[config.mk]
export PLATFORM = sky130hd
export DESIGN_NAME = key_request_latch8_flat
export DESIGN_NICKNAME = d
export VERILOG_FILES = /design/src/rtl/key_request_latch8_if.sv /design/src/rtl/key_request_latch8.sv /design/src/flat_wrapper.sv
export SDC_FILE = /design/constraint.sdc
export NUM_CORES = 1
export LEC_CHECK = 0
export BUFFER_PORTS_ARGS = -buffer_cell sky130_fd_sc_hd__buf_2
export CORE_MARGIN = 2
export CORE_UTILIZATION = 40
export CTS_CLUSTER_DIAMETER = 50
export DETAILED_ROUTE_END_ITERATION = 7
export HOLD_SLACK_MARGIN = 0.12
export PLACE_DENSITY = 0.63
export SYNTH_ARGS = -nofsm -noshare
export SYNTH_HDL_FRONTEND = slang
export SYNTH_SLANG_ARGS = --single-unit
[constraint.sdc]
create_clock -name iClk -period 1.8 [get_ports iClk]
set_input_delay 0.27 -clock iClk [delete_from_list [all_inputs] [get_ports iClk]]
set_output_delay 0.27 -clock iClk [all_outputs]
set_load 0.05 [all_outputs]
[src/rtl/key_request_latch8_if.sv]
// Handshake bundle between the key conditioning stage and its producer/consumer.
// Signal names follow the encoder-side naming used at the block boundary.
interface key_request_latch8_if;
    logic [7:0] iKey;
    logic       iEn;
    logic       iAckValid;
    logic [2:0] iAckCode;
    logic [7:0] oReq;
    logic       oEI;
    logic [7:0] oStable;
    logic       oOverrun;

    modport slave (
        input  iKey, iEn, iAckValid, iAckCode,
        output oReq, oEI, oStable, oOverrun
    );

    modport master (
        output iKey, iEn, iAckValid, iAckCode,
        input  oReq, oEI, oStable, oOverrun
    );
endinterface

[src/rtl/key_request_latch8.sv]
// Synchronizes, debounces and latches eight active-low keys into sticky encoder requests.
// Optional auto-repeat of held keys is enabled by defining KEY_REPEAT_EN.
module key_request_latch8 #(
    parameter int unsigned DEB_CYCLES    = 16,
    parameter int unsigned REPEAT_CYCLES = 1000
) (
    input logic                  iClk,
    input logic                  iRst_n,
    key_request_latch8_if.slave  bus
);
    localparam int unsigned CntW = $clog2(DEB_CYCLES);

    logic [7:0]      s1_q, s1_d;
    logic [7:0]      s2_q, s2_d;
    logic [7:0]      stable_q, stable_d;
    logic [CntW-1:0] cnt_q [8];
    logic [CntW-1:0] cnt_d [8];
    logic [7:0]      req_q, req_d;
    logic            ei_q, ei_d;
    logic            overrun_q, overrun_d;
    logic [7:0]      press;
    logic [7:0]      ack_vec;
    logic [7:0]      tick_vec;
    logic [2:0]      ack_ch;

`ifdef KEY_REPEAT_EN
    localparam int unsigned RepW = $clog2(REPEAT_CYCLES);
    logic [RepW-1:0] rep_q, rep_d;
    logic            tick;

    always_comb begin
        tick  = (rep_q == RepW'(REPEAT_CYCLES - 1));
        rep_d = tick ? '0 : rep_q + 1'b1;
    end

    always_ff @(posedge iClk or negedge iRst_n) begin
        if (!iRst_n) rep_q <= '0;
        else         rep_q <= rep_d;
    end

    // Re-request only channels still held and no longer pending.
    assign tick_vec = tick ? (~stable_q & req_q) : 8'h00;
`else
    assign tick_vec = 8'h00;
`endif

    assign ack_ch = ~bus.iAckCode;

    always_comb begin
        s1_d      = bus.iKey;
        s2_d      = s1_q;
        stable_d  = stable_q;
        press     = 8'h00;
        ack_vec   = 8'h00;
        req_d     = req_q;
        ei_d      = ~bus.iEn;
        if (bus.iAckValid) ack_vec[ack_ch] = 1'b1;
        for (int i = 0; i < 8; i++) begin
            cnt_d[i] = '0;
            if (s2_q[i] != stable_q[i]) begin
                if (cnt_q[i] == CntW'(DEB_CYCLES - 1)) begin
                    stable_d[i] = s2_q[i];
                    press[i]    = ~s2_q[i];
                end else begin
                    cnt_d[i] = cnt_q[i] + 1'b1;
                end
            end
            // Priority: press beats ack, ack beats a repeat tick.
            if (press[i])         req_d[i] = 1'b0;
            else if (ack_vec[i])  req_d[i] = 1'b1;
            else if (tick_vec[i]) req_d[i] = 1'b0;
        end
        overrun_d = |(press & ~req_q & ~ack_vec);
    end

    always_ff @(posedge iClk or negedge iRst_n) begin
        if (!iRst_n) begin
            s1_q      <= 8'hFF;
            s2_q      <= 8'hFF;
            stable_q  <= 8'hFF;
            req_q     <= 8'hFF;
            ei_q      <= 1'b1;
            overrun_q <= 1'b0;
            for (int i = 0; i < 8; i++) cnt_q[i] <= '0;
        end else begin
            s1_q      <= s1_d;
            s2_q      <= s2_d;
            stable_q  <= stable_d;
            req_q     <= req_d;
            ei_q      <= ei_d;
            overrun_q <= overrun_d;
            for (int i = 0; i < 8; i++) cnt_q[i] <= cnt_d[i];
        end
    end

    assign bus.oReq     = req_q;
    assign bus.oEI      = ei_q;
    assign bus.oStable  = stable_q;
    assign bus.oOverrun = overrun_q;
endmodule

[src/flat_wrapper.sv]
// flat-port wrapper written by rule: the top's interface ports become plain ports
module key_request_latch8_flat 
#(
    parameter int unsigned DEB_CYCLES    = 16,
    parameter int unsigned REPEAT_CYCLES = 1000
)
  (iClk, iRst_n, bus_iKey, bus_iEn, bus_iAckValid, bus_iAckCode, bus_oReq, bus_oEI, bus_oStable, bus_oOverrun);
  key_request_latch8_if bus_i ();
  input logic iClk;
  input logic iRst_n;
  input wire logic [$bits(bus_i.iKey)-1:0] bus_iKey;
  input wire logic [$bits(bus_i.iEn)-1:0] bus_iEn;
  input wire logic [$bits(bus_i.iAckValid)-1:0] bus_iAckValid;
  input wire logic [$bits(bus_i.iAckCode)-1:0] bus_iAckCode;
  output wire logic [$bits(bus_i.oReq)-1:0] bus_oReq;
  output wire logic [$bits(bus_i.oEI)-1:0] bus_oEI;
  output wire logic [$bits(bus_i.oStable)-1:0] bus_oStable;
  output wire logic [$bits(bus_i.oOverrun)-1:0] bus_oOverrun;
  assign bus_i.iKey = bus_iKey;
  assign bus_i.iEn = bus_iEn;
  assign bus_i.iAckValid = bus_iAckValid;
  assign bus_i.iAckCode = bus_iAckCode;
  assign bus_oReq = bus_i.oReq;
  assign bus_oEI = bus_i.oEI;
  assign bus_oStable = bus_i.oStable;
  assign bus_oOverrun = bus_i.oOverrun;
  key_request_latch8 #(.DEB_CYCLES(DEB_CYCLES), .REPEAT_CYCLES(REPEAT_CYCLES)) u_core (.iClk(iClk), .iRst_n(iRst_n), .bus(bus_i));
endmodule
# Yosys cells after proc, flatten, opt, wreduce, memory -nomap -nowiden
# Index checks and enable logic that the tools add are counted.
[totals]
register_bits = 66
latch_bits = 0
ram_bits = 0
romBits = 0
input_bits = 15
output_inout_bits = 18
elab_cells = 137
memories = 0
[op_classes]
n_addsub = 8
mul = 0
n_div = 0
magnitude_cmp = 2
eq_ne = 16
shift = 0
mux = 51
n_bitwise = 14
reduce_logical = 18
[op_table]
columns = ["cell", "n"]
rows = [
  ["$mux 4", 16],
  ["$mux 1", 33],
  ["$add 4x1->4 const B", 8],
  ["$eq 4x4->1 const B", 8],
  ["$and 8x8->8", 2],
  ["$not 8->8", 2],
  ["$reduce_and 2->1", 8],
  ["$reduce_bool 2->1", 8],
  ["$not 1->1", 9],
  ["$mux 8", 1],
  ["$ne 1x1->1", 8],
  ["$reduce_or 8->1", 1],
  ["$lt 3x4->1 const B", 1],
  ["$demux 1 s3", 1],
  ["$ge 3x1->1 const B", 1],
  ["$not 3->3", 1],
  ["$logic_and 1x1->1", 1],
]

# Longest topological paths before layout
# Gate-level depths: netlist of the first run.
[depth]
ltp_word = 9
depth_mapped = 5

# Worst setup path after synthesis of the first run
# OpenSTA, ideal clock, no wires.
[synth_path]
kind = "register to register"
from = "reg u_core.cnt_q[12] (netlist name)"
to = "reg u_core.overrun_q (netlist: u_core.bus.oOverrun)"
setup_ns = 0.142
t_arrival_ns = 1.249
slack_ns = 0.409
stages_incl_launch_ff = 6
path_buffers = 0
synth_period_minus_slack_ns = 1.391
path_cell_list = "dfrtp_1 > ha_1 > nand3_1 > nor3b_2 > a2111oi_1 > nand3_1"
[synth_between]
elab_chain_cells = 6
[synth_lines]
columns = ["element", "line_no", "source"]
rows = [
  ["start, declared", "key_request_latch8.sv:16", "logic [CntW-1:0] cnt_q [8];"],
  ["$eq 4x4->1", "key_request_latch8.sv:61", "if (cnt_q[i] == CntW'(DEB_CYCLES - 1)) begin"],
  ["$mux 1", "key_request_latch8.sv:61", ""],
  ["$mux 1", "key_request_latch8.sv:60", "if (s2_q[i] != stable_q[i]) begin"],
  ["$and 8x8->8 (2 in series)", "key_request_latch8.sv:73", "overrun_d = |(press & ~req_q & ~ack_vec);"],
  ["$reduce_or 8->1", "key_request_latch8.sv:73", ""],
  ["named net u_core.overrun_d", "key_request_latch8.sv:20", "logic overrun_q, overrun_d;"],
  ["end signal, assigned", "key_request_latch8.sv:91", "overrun_q <= overrun_d;"],
  ["end, declared", "key_request_latch8.sv:20", ""],
]
# The timed path passes the listed nets, and every way through them passes these cells.
# A chain may end at the register's enable or synchronous reset.

# Worst setup path after layout of the first run
# Ends and elaborated chain as after synthesis.

==> metrics.md, run 1 <==
| Metric | Value |
|---|---|
| R2R cell count | `5` |
| DRC | `0` |
| CP Capture Type | `register` |
| R2r startpoint | `u_core.cnt_q[12]` |
| CTS buffer count | `9` |
| Via Count | `~1700` |
| DRT antenna net count | `0` |
| Critical path arrival | `between 1.5 and 2 ns` |
| Routed len/inst | `between 10 and 15 um` |
| CP Class | `register to register` |
| Post-route setup TNS | `0 ns` |
| Area Growth Syn to Fin | `22.54%` |
| Placer Congestion | `roughly 0.8` |
| Nets | `285` |
| # rows | `29` |
| Gate Count Post-Synth | `207` |
| Max FO, Critical Path | `4` |
| Rel. slew slack | `about 69%` |
| Initial core utilization | `between 40% and 50%` |
| Vias per cell | `approximately 5.0` |
| Placed Cells incl. Taps | `about 320` |
| Pin count of the biggest net entering global routing | `34` |
| H-tree Lvls | `3` |
| Crit path launch type | `register` |
| Crit path max-delay family | `compound AO/OA/AOI/OAI gates` |
| Crit path time final | `about 1.6 ns` |
| Achievable frequency | `a little over 600 MHz` |
| Post-synth EDFFs | `0` |
| Design Area, Final | `roughly 0.0033 mm2` |
| Crit path largest cell delay | `between 0.4 and 0.5 ns` |
| Sequential element share of the synthesized area | `between 60% and 70%` |
| Top-area cell type share of the netlist area | `about 33%` |
| Synthesized area | `between 0.002 and 0.003 mm2` |
| Syn Area/Cell | `~13 um2` |
| P per Cell Area | `approximately 980 mW/mm2` |
| CTS tree | `yes` |
| Synth Net Count | `230` |
| Drt first pass iters | `6` |
| Ratio of cells with drive above 1 in the final layout | `31.46%` |
| CP most frequent cell | `nand3_1` |
| Async SR Flop Fraction | `100.0%` |
| Core ar. | `approximately 0.0064 mm2` |
| Highest-delay cell along the critical path | `a2111oi_1` |
| VDD IR max | `about 0.7 mV` |
| First-pass GRT wire length | `slightly below 8000 um` |
| Worst slack at placement | `approximately 0.21 ns` |
| Ys Warns | `0` |
| Synth cell types | `26` |
| RSZ-0062 raised after global routing | `false` |
| #FFs+latches synth | `66` |
| Vias in the first global route | `roughly 1700` |
| Clock sink count | `66` |
| Root Driver | `clkbuf_8` |
| Final non-filler cell total | `between 300 and 400` |
| Final hold viol count | `0` |
| Max-Cap Viols | `0` |
| Initial antenna violation count | `0` |
| Skew final | `between 0.007 and 0.008 ns` |
| Tot GR Track Use | `13.92%` |
| Req. time, crit path | `1.98 ns` |
| Clock slew at reported path FFs | `around 0.07 ns` |
| Pin slew with the least headroom to its limit | `0.4692 ns` |
| Synth area leaders | `dfstp_2, dfrtp_1, xnor2_1` |
| CP Buf/Inv Count | `0` |
| Chip height | `around 86 um` |
| Antenna diodes | `0` |
| Post-DP HPWL | `~3200 um` |
| Hold-fix buffers, CTS | `10` |
| Grt ovf | `0` |
| Status | `finished clean` |
| Synth area leader | `dfstp_2` |
| Number of setup buffers added after CTS | `0` |
| Die width | `roughly 86 um` |
| Lkg Pwr | `between 0.001 and 0.0015 uW` |
| DRT Wirelength | `about 4600 um` |
| Crit. Startpoint | `u_core.cnt_q[12]` |
| Slew Limit Fails | `0` |
| Primary FF master, synth | `dfstp_2` |
| Final setup fails | `0` |
| I/O Pins | `33` |
| Hold path start | `bus_iAckCode[2]` |
| Placed inst area | `slightly below 0.003 mm2` |
| Worst skew pair latency | `around 0.32 ns` |
| Fillers | `~580` |
| HP Class | `primary input to register` |
| Worst setup margin | `0.1739 ns` |
| WP depth | `5` |
| Port buffer count | `32` |
| WHS Path Cells | `3` |
| Cts repair resizes | `0` |
| CTS max path bufs | `2` |
| Die area | `approximately 0.0073 mm2` |
| Initial DRC count | `91` |
| Critical-path cell list | `ha_1 -> nand3_1 -> nor3b_2 -> a2111oi_1 -> nand3_1` |
| Final Cycle Share | `~90%` |
## metal layers
metal	up-vias	track usage (%)	part of all wire (%)
met1	832	20.11	52
met3	10	3.946	3.8
li1	845	-	-
met2	31	19.53	42
met4	0	6.205	1.6
met5	-	0	0
## metrics by stage
| stage | hold WS [ns] | utilization, % | total power (uW) |
|---|---|---|---|
| finish | 0.2804 | 51.14 | 3207 |
| CTS | 0.2667 | 51.14 | 3246 |
| global placement | 0.2479 | 46.18 | 1895 |
| detailed placement | 0.2493 | 46.18 | 1899 |
| floorplan | -0.02559 | - | 1801 |
| global route | 0.3003 | 51.14 | 3358 |
## worst reg2reg max path, cell delays in order (launching register included)
cell and delay [ns]:
dfrtp_1 0.41, ha_1 0.26, nand3_1 0.16, nor3b_2 0.08
a2111oi_1 0.44, nand3_1 0.14
## Yosys cell counts, types with 2 or more instances
master and n:
nor2_1 20, nand3_1 9, dfstp_2 33, a22oi_1 2, inv_1 8, nand4b_1 7, a2111oi_1 2, o21ai_1 3
mux2_1 8, nor3b_1 12, nor2b_1 9, a21oi_1 17, nand2b_1 3, dfrtp_1 33, xnor2_1 16, a31oi_1 5
ha_1 8, o21ai_0 4
## sequential cells by signal, indices dropped and copies added, names as in the netlist
register             count
u_core.cnt_q            32
u_core.s2_q              8
u_core.s1_q              8
u_core.bus.oOverrun      1
u_core.bus.oReq          8
u_core.bus.oEI           1
u_core.bus.oStable       8
## cell usage in the layout, fill, tap and decap left out, drive strengths merged
master	synthesis	final
nor2b	9	9
dlygate4sd3	0	10
nand4b	7	7
and2b	2	2
nand2b	3	3
nor2	20	20
a311oi	1	1
nand3	9	9
mux2	8	8
a22oi	2	2
a41oi	1	1
nor3b	13	13
o21ai	7	7
ha	8	8
inv	8	8
a31oi	5	5
dfrtp	33	33
xnor2	16	16
dfstp	33	33
clkbuf	0	15
a21o	1	1
a21oi	17	17
buf	0	34
a2111oi	4	4
bufinv	0	1
## logic make-up after synthesis
family                   after synthesis  synth area share [%]
AO/OA/AOI/OAI                         38                 8.826
XOR/XNOR                              16                 5.258
adder cells (fa/ha/maj)                8                 3.756
buffers and inverters                  8                 1.127
flip-flops                            66                 63.52
multiplexers                           8                 3.380
AND/OR/NAND/NOR                       63                 14.13
## layout make-up
class                      count  area [um2]  share of cell area (%)
multi-input combinational    133       942.2                   28.85
clock buffer                  15       186.4                   5.709
sequential                    66        1693                   51.84
clock inverter                 1       30.03                  0.9195
timing repair buffer          44       287.8                   8.812
tap                           77       96.34                   2.950
inverter                       8       30.03                  0.9195
## path summary, 6_finish.rpt
check,slack (ns),to
worst max-delay path,0.17,u_core.bus.oOverrun
worst max register to register,0.17,u_core.bus.oOverrun
worst min-delay path,0.28,u_core.bus.oReq[1]
max in group asynchronous,0.73,u_core.s1_q[5]
min in group asynchronous,0.43,u_core.cnt_q[14]
worst min register to register,0.35,u_core.s2_q[0]
## report_power, final
part	switching [uW]	total (uW)	internal [uW]	leakage (uW)
combinational	141	245	104	0.000477
sequential	62.0	1640	1580	0.000786
clock	524	1320	794	0.000110
total	728	3210	2480	0.00137
(Power assumes the default switching activity.)
==> run 2: changes to the inputs <==
- CTS_BUF_LIST: unset -> sky130_fd_sc_hd__clkbuf_4 sky130_fd_sc_hd__clkbuf_8
==> run 2 against run 1 <==
Compared with the run above:
- critical endpoint unchanged
- die area unchanged
- critical path type unchanged
- combinational power about the same
- routed wire length down 0.48%
- design area up 0.23%
- power up 0.78%
- largest cell class unchanged
- first-iteration DRC count down 13%
- worst setup slack better by 0.0048 ns
==> metrics.md, run 2 (synthesized netlist as in run 1, its figures left out) <==
| Metric | Value |
|---|---|
| # rows | `29 (unchanged)` |
| DRT antenna net count | `0 (unchanged)` |
| Crit path time final | `1.621 ns (-0.004806 ns)` |
| Routed len/inst | `13.24 um (-0.48%)` |
| Pin count of the biggest net entering global routing | `34 (unchanged)` |
| CP most frequent cell | `nand3_1` |
| Status | `finished clean` |
| Hold path start | `bus_iAckCode[2]` |
| Vias per cell | `5.012 (+0.35%)` |
| CP Capture Type | `register` |
| DRT Wirelength | `4553 um (-0.48%)` |
| H-tree Lvls | `3 (unchanged)` |
| CP Class | `register to register` |
| Crit path launch type | `register` |
| Max FO, Critical Path | `4 (unchanged)` |
| Crit path max-delay family | `compound AO/OA/AOI/OAI gates` |
| Clock power frac | `41.6% (+0.5 points)` |
| Clock sink count | `66 (unchanged)` |
| Largest Register | `u_core.cnt_q` |
| WP depth | `5 (unchanged)` |
| Final hold viol count | `0 (unchanged)` |
| Chip height | `85.63 um (unchanged)` |
| Critical path arrival | `1.80 ns (about the same)` |
| Drt first pass iters | `6 (unchanged)` |
| Internal | `2509 uW (+1.2%)` |
| Worst skew pair latency | `0.32 ns (about the same)` |
| Max-Cap Viols | `0 (unchanged)` |
| Number of setup buffers added after CTS | `0 (unchanged)` |
| Core ar. | `0.006386 mm2 (unchanged)` |
| Placer Congestion | `0.7870 (unchanged)` |
| Cts repair resizes | `0 (unchanged)` |
| Port buffer count | `32 (unchanged)` |
| Worst hold margin | `0.2805 ns (+0.0001180 ns)` |
| First-pass GRT wire length | `7955 um (unchanged)` |
| Initial core utilization | `41.73% (unchanged)` |
| Comb power frac | `7.6% (about the same)` |
| Initial DRC count | `79 (-13%)` |
| CTS tree | `yes` |
| P per Cell Area | `987.4 mW/mm2 (+0.55%)` |
| Final total power | `3232 uW (+0.78%)` |
| Sw Share | `22.36% (-0.33 points)` |
| Vias in the first global route | `1680 (-0.18%)` |
| Tot GR Track Use | `13.92% (unchanged)` |
| Critical-path cell list | `ha_1 -> nand3_1 -> nor3b_2 -> a2111oi_1 -> nand3_1` |
| Grt ovf | `0 (unchanged)` |
| Area Growth Syn to Fin | `22.82%` |
| Clock slew at reported path FFs | `0.07 ns (about the same)` |
| Root Driver | `clkbuf_8` |
| Die width | `85.63 um (unchanged)` |
| Switch Pwr | `722.5 uW (-0.70%)` |
| Pin slew with the least headroom to its limit | `0.4692 ns (-0.00004327 ns)` |
| Crit path largest cell delay | `0.44 ns (about the same)` |
| Sequential power share | `50.8% (-0.4 points)` |
| Via Count | `1724 (+0.35%)` |
| CTS max path bufs | `2 (unchanged)` |
| Antenna diodes | `0 (unchanged)` |
| Commonest cells after routing, fill and taps aside | `dfstp_2, dfrtp_1, buf_2` |
| Final setup fails | `0 (unchanged)` |
| Hold-fix buffers, CTS | `10 (unchanged)` |
| Ratio of cells with drive above 1 in the final layout | `32.21% (+0.75 points)` |
| Nets | `285 (unchanged)` |
| R2R cell count | `5 (unchanged)` |
| CP Buf/Inv Count | `0 (unchanged)` |
| Die area | `0.007332 mm2 (unchanged)` |
| Highest-delay cell along the critical path | `a2111oi_1` |
| WHS Path Cells | `3 (unchanged)` |
| Slew Limit Fails | `0 (unchanged)` |
| Max FFs per register | `32 (unchanged)` |
| I/O Pins | `33 (unchanged)` |
| R2r startpoint | `u_core.cnt_q[12]` |
| Req. time, crit path | `1.98 ns (about the same)` |
| Post-DP HPWL | `3237 um (unchanged)` |
| RSZ-0062 raised after global routing | `false` |
| Post-route setup TNS | `0 ns (unchanged)` |
| Final Cycle Share | `90.07% (-0.27 points)` |
| VDD IR max | `0.6812 mV (about the same)` |
| Lkg Pwr | `0.001379 uW (+0.50%)` |
| Rel. slew slack | `68.72% (about the same)` |
| Crit. Startpoint | `u_core.cnt_q[12]` |
| CTS buffer count | `9 (unchanged)` |
| Initial antenna violation count | `0 (unchanged)` |
| Skew final | `0.007139 ns (+0.0000004400 ns)` |
| DRC | `0 (unchanged)` |
| Achievable frequency | `616.8 MHz (+0.30%)` |
| HP Class | `primary input to register` |
## run 2: power groups by stage
stage / logic (uW) / registers (uW) / clock network [uW]
global route: 276 / 1650 / 1460
CTS: 250 / 1640 / 1380
floorplan: 107 / 1690 / 0
global placement: 231 / 1660 / 0
detailed placement: 233 / 1670 / 0
finish: 245 / 1640 / 1340
## run 2: metal layers
layer | vias up | wire length, um | track usage (%)
met4 | 0 | 74 | 6.205
li1 | 845 | - | -
met3 | 10 | 176 | 3.946
met1 | 838 | 2350 | 20.11
met2 | 31 | 1952 | 19.53
met5 | - | 0 | 0
## run 2: cell type report
type / instances / area (um2)
sequential: 66 / 1693
multi-input combinational: 133 / 942.2
clock buffer: 15 / 193.9
inverter: 8 / 30.03
fill: 574 / 3113
tap: 77 / 96.34
timing repair buffer: 44 / 287.8
clock inverter: 1 / 30.03
## run 2: metrics by stage
| step | instances | util (%) | setup WS [ns] | instance area (um2) |
|---|---|---|---|---|
| detailed placement | 318 | 46.18 | 0.2111 | 2949 |
| global placement | 318 | 46.18 | 0.3159 | 2949 |
| CTS | 344 | 51.25 | 0.1809 | 3273 |
| finish | 344 | 51.25 | 0.1787 | 3273 |
| floorplan | 207 | - | 0.4091 | 2665 |
| global route | 344 | 51.25 | 0.002436 | 3273 |
## run 2: final timing paths
kind / end / slack (ns)
setup / recovery: u_core.bus.oOverrun / 0.18
hold / removal: u_core.bus.oReq[1] / 0.28
setup reg to reg: u_core.bus.oOverrun / 0.18
hold reg to reg: u_core.s2_q[0] / 0.35
max in group asynchronous: u_core.s2_q[5] / 0.72
min in group asynchronous: u_core.cnt_q[22] / 0.43
## run 2: worst register-to-register path, delay by kind of cell, from the launching register on
family                     cells  cell delay, ns
DFF                            1            0.41
adders and majority gates      1            0.26
and+or+nand+nor                3            0.38
AOI/OAI and AO/OA              1            0.44
==> run 3: changes to the inputs <==
- CAP_MARGIN: unset -> 30
- RECOVER_POWER: unset -> 100
==> run 3 against run 2 <==
Compared with the run above:
- fmax is 2.1% lower
- design area shrank 0.69%
- global-route usage stayed put
- worst setup slack got worse by 0.035 ns
- worst hold slack hardly changed
- critical endpoint is now bus_oStable[4]
- largest cell class unchanged
- non-clock buffer count stayed put
- via count shrank 0.58%
==> metrics.md, run 3 (synthesized netlist as in run 1, its figures left out) <==
| Metric | Value |
|---|---|
| Cts repair resizes | `0 (unchanged)` |
| Initial antenna violation count | `0 (unchanged)` |
| R2R cell count | `5 (unchanged)` |
| P per Cell Area | `993.0 mW/mm2 (+0.57%)` |
| Pin slew with the least headroom to its limit | `1.129 ns (+0.6601 ns)` |
| Clock sink count | `66 (unchanged)` |
| Die width | `85.63 um (unchanged)` |
| Fillers | `583 (+1.6%)` |
| Ratio of cells with drive above 1 in the final layout | `23.97% (-8.2 points)` |
| Grt ovf | `0 (unchanged)` |
| Nets | `285 (unchanged)` |
| WHS Path Cells | `3 (unchanged)` |
| Req. time, crit path | `1.53 ns (-0.45 ns)` |
| Chip height | `85.63 um (unchanged)` |
| Crit path time final | `1.656 ns (+0.03467 ns)` |
| Worst hold margin | `0.2809 ns (+0.0003200 ns)` |
| Critical path arrival | `1.39 ns (-0.41 ns)` |
| Lkg Pwr | `0.001344 uW (-2.6%)` |
| CP Buf/Inv Count | `1 (+1)` |
| Internal | `2505 uW (-0.18%)` |
| Antenna diodes | `0 (unchanged)` |
| H-tree Lvls | `3 (unchanged)` |
| Achievable frequency | `603.9 MHz (-2.1%)` |
| # rows | `29 (unchanged)` |
| Vias in the first global route | `1680 (unchanged)` |
| Drt first pass iters | `4 (-2)` |
| Design Area, Final | `0.003251 mm2 (-0.69%)` |
| CP Class | `register to output port` |
| I/O Pins | `33 (unchanged)` |
| Sequential power share | `50.9% (about the same)` |
| Crit path launch type | `register` |
| Commonest non-fill, non-tap cell in the layout | `dfrtp_1` |
| Core ar. | `0.006386 mm2 (unchanged)` |
| Vias per cell | `4.983 (-0.58%)` |
| Rel. slew slack | `24.71% (-44 points)` |
| Initial DRC count | `75 (-5.1%)` |
| Max-Cap Viols | `0 (unchanged)` |
| Post-route setup TNS | `0 ns (unchanged)` |
| Final Cycle Share | `92.00% (+1.9 points)` |
| Clock power frac | `41.7% (about the same)` |
| DRT antenna net count | `0 (unchanged)` |
| Slew Limit Fails | `0 (unchanged)` |
| Skew final | `0.006735 ns (-0.0004034 ns)` |
| Final hold viol count | `0 (unchanged)` |
| DRT Wirelength | `4566 um (+0.29%)` |
| RSZ-0062 raised after global routing | `false` |
| CP Capture Type | `output port` |
| Via Count | `1714 (-0.58%)` |
| Max FO, Critical Path | `4 (unchanged)` |
| Highest-delay cell along the critical path | `dfstp_2` |
| Sw Share | `22.40% (+0.046 points)` |
| Crit path largest cell delay | `0.58 ns (+0.14 ns)` |
| Final total power | `3228 uW (-0.12%)` |
| Core Util, Final | `50.90% (-0.35 points)` |
| VDD IR max | `0.6800 mV (-0.18%)` |
| Root Driver | `clkbuf_8` |
| First-pass GRT wire length | `7955 um (unchanged)` |
| Critical-path cell list | `clkbuf_1` |
| CTS tree | `yes` |
| Placed inst area | `0.002949 mm2 (unchanged)` |
| Comb power frac | `7.5% (about the same)` |
| CTS buffer count | `9 (unchanged)` |
| Port buffer count | `32 (unchanged)` |
| Commonest cells after routing, fill and taps aside | `dfrtp_1, dfstp_2, nor2_1` |
| Status | `finished clean` |
| Switch Pwr | `723.1 uW (about the same)` |
| DRC | `0 (unchanged)` |
| Crit path max-delay family | `flip-flops` |
| Clock slew at reported path FFs | `0.07 ns (about the same)` |
| Worst skew pair latency | `0.32 ns (about the same)` |
| CTS max path bufs | `2 (unchanged)` |
| Pin count of the biggest net entering global routing | `34 (unchanged)` |
| Tot GR Track Use | `13.92% (unchanged)` |
| Die area | `0.007332 mm2 (unchanged)` |
| HP Class | `primary input to register` |
| Final setup fails | `0 (unchanged)` |
| Post-DP HPWL | `3237 um (unchanged)` |
| Initial core utilization | `41.73% (unchanged)` |
| Max FFs per register | `32 (unchanged)` |
| WP depth | `1 (-4)` |
| Largest Register | `u_core.cnt_q` |
| Routed len/inst | `13.27 um (+0.29%)` |
| Placer Congestion | `0.7870 (unchanged)` |
| Area Growth Syn to Fin | `21.97%` |
[run 3: cell types whose count changed in the layout (fill, tap and decap cells not counted), moves of 3 or more]
cell / previous run / this run
buf_2: 32 / 13
o21ai_1: 3 / 0
dfstp_2: 33 / 26
o21ai_0: 4 / 7
clkbuf_2: 0 / 5
clkbuf_1: 0 / 14
dfstp_1: 0 / 7
[run 3: tightest hold or removal path, cell delays in order]
cell	delay [ns]
buf_2	0.12
a31oi_1	0.10
nor2_1	0.08
[run 3: cell type report]
type                       instances  area, um2  share of cell area, %
clock inverter                     1      30.03                 0.9238
multi-input combinational        133      937.1                  28.83
clock buffer                      15      193.9                  5.966
tap                               77      96.34                  2.964
inverter                           8      30.03                 0.9238
timing repair buffer              44      270.3                  8.314
sequential                        66       1693                  52.08
[run 3: power by group through the flow]
| stage | clock network [uW] | logic (uW) | registers, uW |
|---|---|---|---|
| finish | 1340 | 241 | 1640 |
| global route | 1460 | 272 | 1650 |
| CTS | 1380 | 250 | 1640 |
| detailed placement | 0 | 233 | 1670 |
| global placement | 0 | 231 | 1660 |
| floorplan | 0 | 107 | 1690 |
[run 3: worst paths after layout]
path,from,end,slack (ns)
min in group asynchronous,iRst_n,u_core.cnt_q[22],0.69
max,u_core.bus.oStable[4],bus_oStable[4],0.14
min reg2reg,u_core.s1_q[0],u_core.s2_q[0],0.35
max in group asynchronous,iRst_n,u_core.s2_q[5],0.23
max reg2reg,u_core.cnt_q[12],u_core.bus.oOverrun,0.17
min,bus_iAckCode[2],u_core.bus.oReq[1],0.28
[run 3: repair_timing]
item                                   in CTS  in global routing
hold buffers                               10                  0
endpoints found under the hold margin      19                  0
setup buffers                               0                  0
[run 3: layer usage]
layer  global-route usage, %  routed length (um)
met5                       0                   0
met3                   3.946                 171
met1                   20.11                2372
met4                   6.205                  72
met2                   19.53                1950
[run 3: through the flow]
stage | cells | worst slack, ns
floorplan | 207 | 0.4091
global placement | 318 | 0.3159
detailed placement | 318 | 0.2111
CTS | 344 | 0.1809
global route | 344 | 0.004332
finish | 344 | 0.1440
